--- config.mk ---
export PLATFORM = sky130hd
export DESIGN_NAME = erroneous_gate_array
export DESIGN_NICKNAME = d
export VERILOG_FILES = /design/src/rtl/erroneous_gate_pkg.sv /design/src/rtl/erroneous_gate_lane.sv /design/src/rtl/erroneous_gate_array.sv
export SDC_FILE = /design/constraint.sdc
export NUM_CORES = 1
export LEC_CHECK = 0
export CORE_MARGIN = 2
export CORE_UTILIZATION = 55
export DETAILED_ROUTE_END_ITERATION = 6
export PLACE_DENSITY = 0.8
export SKIP_CTS_REPAIR_TIMING = 1
export SYNTH_ARGS = -nofsm -noshare
export SYNTH_HDL_FRONTEND = slang
export SYNTH_SLANG_ARGS = --single-unit
--- constraint.sdc ---
create_clock -name clk -period 10.85 [get_ports clk]
set_input_delay 2.17 -clock clk [delete_from_list [all_inputs] [get_ports clk]]
set_output_delay 2.17 -clock clk [all_outputs]
set_load 0.03 [all_outputs]
--- src/rtl/erroneous_gate_pkg.sv ---
// Shared types and helpers for the fault-injecting gate array.
package erroneous_gate_pkg;

   typedef enum logic [1:0] {
      GATE_NAND = 2'b00,
      GATE_NOR  = 2'b01,
      GATE_AND  = 2'b10,
      GATE_XOR  = 2'b11
   } gate_e;

   typedef enum logic {
      FAULT_TRANSIENT = 1'b0,
      FAULT_STUCK     = 1'b1
   } fault_mode_e;

   typedef enum logic {
      LANE_OK    = 1'b0,
      LANE_STUCK = 1'b1
   } lane_state_e;

   localparam logic [15:0] LFSR_TAPS = 16'hB400;
   localparam logic [15:0] SEED_MUL  = 16'h9E37;

   // Per-lane seed: base ^ (SEED_MUL * (idx+1)), never zero.
   function automatic logic [15:0] lane_seed(input logic [15:0] base, input int unsigned idx);
      logic [31:0] prod;
      logic [15:0] s;
      prod = 32'(SEED_MUL) * 32'(idx + 1);
      s    = base ^ prod[15:0];
      if (s == '0) s = 16'h0001;
      return s;
   endfunction

   function automatic logic gate_eval(input gate_e g, input logic a, input logic b);
      logic r;
      case (g)
         GATE_NAND: r = ~(a & b);
         GATE_NOR:  r = ~(a | b);
         GATE_AND:  r = a & b;
         default:   r = a ^ b;
      endcase
      return r;
   endfunction

   // Galois right-shift step.
   function automatic logic [15:0] lfsr_next(input logic [15:0] s);
      return s[0] ? ((s >> 1) ^ LFSR_TAPS) : (s >> 1);
   endfunction

endpackage

--- src/rtl/erroneous_gate_lane.sv ---
// One fault-injecting gate lane: LFSR, OK/STUCK FSM, stuck timer,
// saturating fault counter and registered outputs.
module erroneous_gate_lane
   import erroneous_gate_pkg::*;
#(
   parameter int unsigned CNT_W        = 16,
   parameter int unsigned STUCK_CYCLES = 4,
   parameter logic [15:0] LANE_SEED    = 16'h0001
) (
   input  logic             clk,
   input  logic             reset,
   input  logic             en_i,
   input  gate_e            gate_sel_i,
   input  fault_mode_e      fault_mode_i,
   input  logic [15:0]      error_thresh_i,
   input  logic             clr_cnt_i,
   input  logic             x_i,
   input  logic             y_i,
   output logic             z_o,
   output logic             err_o,
   output logic [CNT_W-1:0] err_cnt_o
);

   localparam int unsigned SC_W = (STUCK_CYCLES > 1) ? $clog2(STUCK_CYCLES) : 1;

   lane_state_e      r_state;
   logic [15:0]      r_lfsr;
   logic [SC_W-1:0]  r_stuck_cnt;
   logic             r_stuck_val;
   logic             r_z;
   logic             r_err;
   logic [CNT_W-1:0] r_cnt;

   lane_state_e      w_state_nxt;
   logic [SC_W-1:0]  w_stuck_cnt_nxt;
   logic             w_stuck_val_nxt;
   logic             w_z_nxt;
   logic             w_err_nxt;
   logic             w_inc;
   logic [CNT_W-1:0] w_cnt_nxt;
   logic             w_ideal;
   logic             w_fault;

   assign w_ideal = gate_eval(gate_sel_i, x_i, y_i);
   assign w_fault = (r_lfsr <= error_thresh_i);

   // Next-state and next-output logic for the OK/STUCK lane FSM.
   // The episode ends on the transition that drains the timer to zero,
   // so the faulty value is shown on exactly STUCK_CYCLES enabled outputs.
   always_comb begin
      w_state_nxt     = r_state;
      w_stuck_cnt_nxt = r_stuck_cnt;
      w_stuck_val_nxt = r_stuck_val;
      w_z_nxt         = w_ideal;
      w_err_nxt       = 1'b0;
      w_inc           = 1'b0;
      unique case (r_state)
         LANE_OK: begin
            if (w_fault) begin
               w_z_nxt   = ~w_ideal;
               w_err_nxt = 1'b1;
               w_inc     = 1'b1;
               if (fault_mode_i == FAULT_STUCK) begin
                  w_stuck_val_nxt = ~w_ideal;
                  w_stuck_cnt_nxt = SC_W'(STUCK_CYCLES - 1);
                  w_state_nxt     = (STUCK_CYCLES > 1) ? LANE_STUCK : LANE_OK;
               end
            end
         end
         LANE_STUCK: begin
            w_z_nxt   = r_stuck_val;
            w_err_nxt = r_stuck_val ^ w_ideal;
            if (r_stuck_cnt != '0) w_stuck_cnt_nxt = r_stuck_cnt - 1'b1;
            if (r_stuck_cnt <= SC_W'(1)) w_state_nxt = LANE_OK;
         end
         default: w_state_nxt = LANE_OK;
      endcase
      w_cnt_nxt = r_cnt;
      if (w_inc && (r_cnt != '1)) w_cnt_nxt = r_cnt + 1'b1;
   end

   // Lane state registers; everything holds while disabled except the counter clear.
   always_ff @(posedge clk or posedge reset) begin
      if (reset) begin
         r_state     <= LANE_OK;
         r_lfsr      <= LANE_SEED;
         r_stuck_cnt <= '0;
         r_stuck_val <= 1'b0;
         r_z         <= 1'b0;
         r_err       <= 1'b0;
         r_cnt       <= '0;
      end else begin
         if (en_i) begin
            r_state     <= w_state_nxt;
            r_lfsr      <= lfsr_next(r_lfsr);
            r_stuck_cnt <= w_stuck_cnt_nxt;
            r_stuck_val <= w_stuck_val_nxt;
            r_z         <= w_z_nxt;
            r_err       <= w_err_nxt;
            r_cnt       <= w_cnt_nxt;
         end
         if (clr_cnt_i) r_cnt <= '0;
      end
   end

   assign z_o       = r_z;
   assign err_o     = r_err;
   assign err_cnt_o = r_cnt;

endmodule

--- src/rtl/erroneous_gate_array.sv ---
// Multi-channel fault-injecting gate: CHANNELS independent lanes with
// shared gate select, fault mode and error threshold.
module erroneous_gate_array
   import erroneous_gate_pkg::*;
#(
   parameter int unsigned CHANNELS     = 4,
   parameter int unsigned CNT_W        = 16,
   parameter int unsigned STUCK_CYCLES = 4,
   parameter logic [15:0] SEED         = 16'hACE1
) (
   input  logic                      clk,
   input  logic                      reset,
   input  logic                      en_i,
   input  logic [1:0]                gate_sel_i,
   input  logic                      fault_mode_i,
   input  logic [15:0]               error_thresh_i,
   input  logic                      clr_cnt_i,
   input  logic [CHANNELS-1:0]       x_i,
   input  logic [CHANNELS-1:0]       y_i,
   output logic [CHANNELS-1:0]       z_o,
   output logic [CHANNELS-1:0]       err_o,
   output logic [CHANNELS*CNT_W-1:0] err_cnt_o
);

   gate_e       w_gate;
   fault_mode_e w_mode;

   assign w_gate = gate_e'(gate_sel_i);
   assign w_mode = fault_mode_e'(fault_mode_i);

   for (genvar g = 0; g < CHANNELS; g++) begin : g_lane
      erroneous_gate_lane #(
         .CNT_W        (CNT_W),
         .STUCK_CYCLES (STUCK_CYCLES),
         .LANE_SEED    (lane_seed(SEED, g))
      ) u_lane (
         .clk            (clk),
         .reset          (reset),
         .en_i           (en_i),
         .gate_sel_i     (w_gate),
         .fault_mode_i   (w_mode),
         .error_thresh_i (error_thresh_i),
         .clr_cnt_i      (clr_cnt_i),
         .x_i            (x_i[g]),
         .y_i            (y_i[g]),
         .z_o            (z_o[g]),
         .err_o          (err_o[g]),
         .err_cnt_o      (err_cnt_o[g*CNT_W +: CNT_W])
      );
   end

endmodule

Yosys cells after proc, flatten, opt, wreduce, memory -nomap -nowiden
Cells that the tools add are included.

word-level totals
  RAM bits = 0
  input bits = 31
  output and inout bits = 72
  ROM bits = 0
  register bits after elaboration = 152
  memories kept = 0
  logic and storage cells = 190
  latch bits = 0

cells by class
  reduce and logical (&&, ||, !) cells = 26
  equal/unequal tests = 18
  multipliers = 0
  div/mod/pow operators = 0
  $add $sub $neg = 8
  shift-type cells = 0
  muxes and demuxes = 66
  $lt $le $gt $ge = 8
  bitwise operators = 36

operator list
  kind                   count
  $mux 16                16
  $add 16x1->16 const B  4
  $le 16x16->1           4
  $ne 16x16->1 const B   4
  $reduce_and 4->1       8
  $pmux 1 s2             12
  $mux 1                 21
  $mux 2                 9
  $reduce_bool 2->1      9
  $ne 2x2->1 const B     8
  $not 1->1              16
  $not 3->4              4
  $pmux 2 s2             4
  $pmux 1 s3             4
  $le 2x1->1 const B     4
  $ne 2x1->1 const B     4
  $reduce_and 2->1       4
  $sub 2x1->2 const B    4
  $xor 1x1->1            8
  $and 1x1->1            4
  $logic_and 1x1->1      4
  $or 1x1->1             4
  $eq 2x1->1 const B     1
  $eq 2x2->1 const B     1
  $logic_not 2->1        1

Logic depth before layout (Yosys ltp)
  depth after elaboration = 7
  mapped depth = 10
  mapped depth without buffers = 8

Modules after synthesis
A second synthesis with hierarchy kept.

unflattened totals
  cell total of the unflattened synthesis = 994
  area, all modules = 9544.2 µm²

modules (own cells, without submodules)
  module                                      area each (µm²)  cells an instance  times used
  erroneous_gate_lane (g_lane[1].u_lane ...)  2386.0           249                2
  erroneous_gate_lane (g_lane[0].u_lane)      2387.3           249                1
  erroneous_gate_lane (g_lane[3].u_lane)      2384.8           247                1

Worst setup path after synthesis
No wires, ideal clock.

  kind = input to register
  start point = input port error_thresh_i[14]
  end point = register g_lane[0].u_lane.r_cnt[14]
  setup slack = 6.751 ns
  arrival time = 3.974 ns
  buffers on the path = 1
  stages = 8
  required time = 10.725 ns
  path through = inv_1 -> ha_1 -> nand4_2 -> a2111o_1 -> a32oi_2 -> buf_2 -> nand4b_1 -> mux2_2

between the ends
  longest elaborated chain between the ends = 6

RTL lines
  element                             line                        RTL
  start: declaration                  erroneous_gate_array.sv:16  input logic [15:0] error_thresh_i,
  $le 16x16->1                        erroneous_gate_lane.sv:45   assign w_fault = (r_lfsr <= error_thresh_i);
  $mux 1                              erroneous_gate_lane.sv:59   if (w_fault) begin
  $mux 1                              erroneous_gate_lane.sv:57   unique case (r_state)
  $logic_and 1x1->1                   erroneous_gate_lane.sv:79   if (w_inc && (r_cnt != '1)) w_cnt_nxt = r_cnt + 1'b1;
  $reduce_bool 2->1 (no source line)  --
  $reduce_and 2->1 (no source line)   --
  end signal: assignment              erroneous_gate_lane.sv:100  r_cnt <= w_cnt_nxt;
  end: declaration                    erroneous_gate_lane.sv:32   logic [CNT_W-1:0] r_cnt;

No other way between the ends.
A chain may end at the register's enable or synchronous reset.

Worst setup path after layout
  start point = input port error_thresh_i[5]
  end point = register g_lane[3].u_lane.r_cnt[0]

between the ends
  longest elaborated chain between the ends = 6

RTL lines
  element                             line
  $le 16x16->1                        erroneous_gate_lane.sv:45
  $mux 1                              erroneous_gate_lane.sv:59
  $mux 1                              erroneous_gate_lane.sv:57
  $logic_and 1x1->1                   erroneous_gate_lane.sv:79
  $reduce_bool 2->1 (no source line)  --
  $reduce_and 2->1 (no source line)   --
  end signal: assignment              erroneous_gate_lane.sv:100
  end: declaration                    erroneous_gate_lane.sv:32

No other way between the ends.

==> flow_summary.yaml <==
setup_path:
  cp_data_arrival_time_ns: 5.16
  cp-end-kind: "flop"
  crit_fanout: 32
  cpPeakStageDelay_ns: 1.03
  ff2ff_path_depth: 8
  critPathSlowestCell: "a32oi_2"
  worstPathCellList: "clkdlybuf4s50_1 > inv_1 > ha_1 > a21oi_1 > o21ai_0 > a211oi_2 > a32oi_2 > nor3_2 > mux2_2"
  critPathLaunchType: "input pin"
  worstSetupPathType: "in -> reg"
  crit_required_ns: 11.16
worst_hold_path:
  hp-class: "reg -> reg"
  holdPathStages: 2
floorplanning:
  core_area_um2: 16700
  start_util_pct: 56.71
  ios: 103
  die_x_um: 135.2
  chipHeight_um: 135.2
  die_area_um2: 18280
  rows: 47
sta:
  finalSetupTns_ns: 0
  rsz0062_at_grt: "false"
  skew_ns: 0.008941
  tightest_slew_ns: 1.294
  period_share_pct: 44.70
  finalSetupViolCount: 0
  finalHoldViolCount: 0
  slew_headroom_pct: 13.70
  min_period_ns: 4.850
  drv_slew: 0
  max_freq_mhz: 206.2
run_status:
  status: "finished, final reports clean"
pwr:
  p_sw_share_pct: 36.38
  switchingPower_mw: 0.9077
  total_power_mw: 2.495
  comb_power_share_pct: 35.4
  power.internal_mw: 1.587
  clkPwrFrac_pct: 26.4
  vdd_ir_drop_max_mv: 0.1441
  p_per_area_nw_per_um2: 223.0
  cellLeakagePower_nw: 4.561
  pwr-share-seq_pct: 38.2
route:
  ant_nets: 0
  via_per_inst: 6.043
  wirelength_mm: 21.50
  drc: 0
  drtPass1Iterations: 5
  dr_total_vias: 7657
  drt_iter0_drc: 453
  wl_per_cell_um: 16.97
layout:
  final_common_cell: "dfrtp_1"
  syn2layout_area_growth_pct: 18.14
  diodes: 0
  layout_common_cells: "dfrtp_1 (121), a21oi_1 (103), clkdlybuf4s50_1 (100)"
  drive_gt1_share_pct: 14.52
  nets: 1149
logic_synthesis:
  syn_nets: 1073
  ys.flop_type: "dfrtp_1"
  async_reset_ff_share_pct: 100.0
  syn_avg_cell_area_um2: 9.886
  synthesis.area_um2: 9470
  synth.ff_latch_count: 152
  synth.distinct_cells: 64
  yosysWarnings: 0
  synth_edf_count: 0
  synth_cells: 958
  ys_seq_area_share_pct: 40.57
placed_design:
  io_buffers: 102
  gp_congestion: 0.8702
  hpwl_mm: 14.81
clock_network:
  cts_root_buffer: "clkbuf_16"
  cts_buffer_depth: 2
  numCtsBuffers: 17
  cts_sinks: 152
  htree_num_levels: 4
  cts.clk_slew.worst_paths_ns: 0.06
  cts_tree: "done"
  clkLatencyLatePin_ns: 0.43
global_routing:
  overflow: 0
  first_global_vias: 7250
  antenna_found_initial: 0
  grtUsageTotal_pct: 24.25
  grt_pass1_wl_mm: 35.70
  grt_max_degree: 87
run:
  cap_violations: 0
-- worst paths after layout --
check	end	slack [ns]	start
setup / recovery	g_lane[3].u_lane.err_cnt_o[0]	6.00	error_thresh_i[5]
hold / removal	g_lane[1].u_lane.z_o	0.49	g_lane[1].u_lane.z_o
setup reg to reg	g_lane[3].u_lane.err_cnt_o[0]	7.80	g_lane[3].u_lane.r_lfsr[0]
hold reg to reg	g_lane[1].u_lane.z_o	0.49	g_lane[1].u_lane.z_o
max in group asynchronous	g_lane[0].u_lane.err_cnt_o[7]	7.14	reset
min in group asynchronous	g_lane[0].u_lane.r_lfsr[5]	2.21	reset
-- stage by stage --
stage / cell area (um^2) / util (%) / std cells / setup WS (ns) / hold slack, ns
final: 11190 / 66.99 / 1267 / 6.000 / 0.4851
after global placement: 10530 / 63.07 / 1235 / 5.662 / 0.4701
after CTS: 11190 / 66.99 / 1267 / 6.035 / 0.4874
after detailed placement: 10530 / 63.07 / 1235 / 5.592 / 0.4722
after floorplan: 9470 / - / 958 / 4.638 / 0.4533
after global routing: 11190 / 66.99 / 1267 / 5.693 / 0.5263
-- synth_stat cells (3+ instances only) --
cell type  instances  area [um^2]
buf_6              4        45.04
nor2b_1           20        125.1
mux2_2            52        585.6
a211oi_2           3        37.54
o31ai_1           32        240.2
o21ai_1            3        15.01
a21o_1            15        112.6
and3_1            11        68.82
nand4_1           31        193.9
mux2i_1            6        60.06
mux2_1             4        45.04
and4_1             4        35.03
nand4_2            5        62.56
buf_4             10        75.07
or3_1             20        125.1
nand3_1           35        175.2
nor3_1            13        65.06
dfstp_2           31        814.5
nor2_1            52        195.2
or4_1             36        270.3
buf_2             15        75.07
ha_1              84         1051
clkbuf_1          20        75.07
inv_1             56        210.2
nand2b_1           6        37.54
or4b_1             3        30.03
dfrtp_1          121         3028
xnor2_1           16        140.1
nor4_2             4        50.05
nand2_1           45        168.9
a2111o_1           4        45.04
a21oi_1          103        515.5
o21ai_0           39        195.2
o211ai_1           5        37.54
o41ai_1            4        35.03
a31oi_1            9        56.30
-- registers in the layout, summed over array words and instances (netlist names) --
register and flops:
g_lane.u_lane.r_state 4, g_lane.u_lane.r_stuck_val 4, g_lane.u_lane.err_cnt_o 64, g_lane.u_lane.z_o 4, g_lane.u_lane.r_stuck_cnt 8, g_lane.u_lane.err_o 4
g_lane.u_lane.r_lfsr 64
-- critical path: cells and delay by family --
family / cells / cell delay (ns)
AOI/OAI and AO/OA: 4 / 1.63
and+or+nand+nor: 1 / 0.13
buffers and inverters: 2 / 0.56
muxes: 1 / 0.32
adders and majority gates: 1 / 0.33
-- power by group through the flow --
stage,logic [mW],registers [mW],clock network [mW]
after global placement,0.842,0.953,0
after global routing,0.992,0.979,0.689
after floorplan,0.703,0.910,0
after detailed placement,0.876,0.958,0
after CTS,0.887,0.953,0.668
final,0.884,0.953,0.658
-- layout make-up --
cell class | instances | area, um^2
fill | 1307 | 5513
multi-input combinational | 698 | 5134
sequential | 152 | 3842
timing repair buffer | 109 | 1066
clock buffer | 21 | 460.4
tap | 220 | 275.3
inverter | 56 | 215.2
clock inverter | 11 | 195.2
-- metal layers --
| layer | vias to the layer above | wire length [um] | track usage, % |
|---|---|---|---|
| met5 | - | 0 | 0 |
| met2 | 168 | 10500 | 40.47 |
| li1 | 3706 | - | - |
| met3 | 26 | 972 | 4.901 |
| met1 | 3757 | 9674 | 32.40 |
| met4 | 0 | 360 | 6.539 |
-- kinds of logic (layout without fill, tap and decap cells) --
logic type	count (synthesis)	after routing	share of synthesized area, %
buffers and inverters	108	197	5.219
XOR/XNOR	17	17	1.572
multiplexers	62	62	7.293
AO/OA/AOI/OAI	236	236	15.87
flip-flops	152	152	40.57
AND/OR/NAND/NOR	299	299	18.38
adder cells (fa/ha/maj)	84	84	11.10
Note: power is estimated with default switching activity, not from simulation.
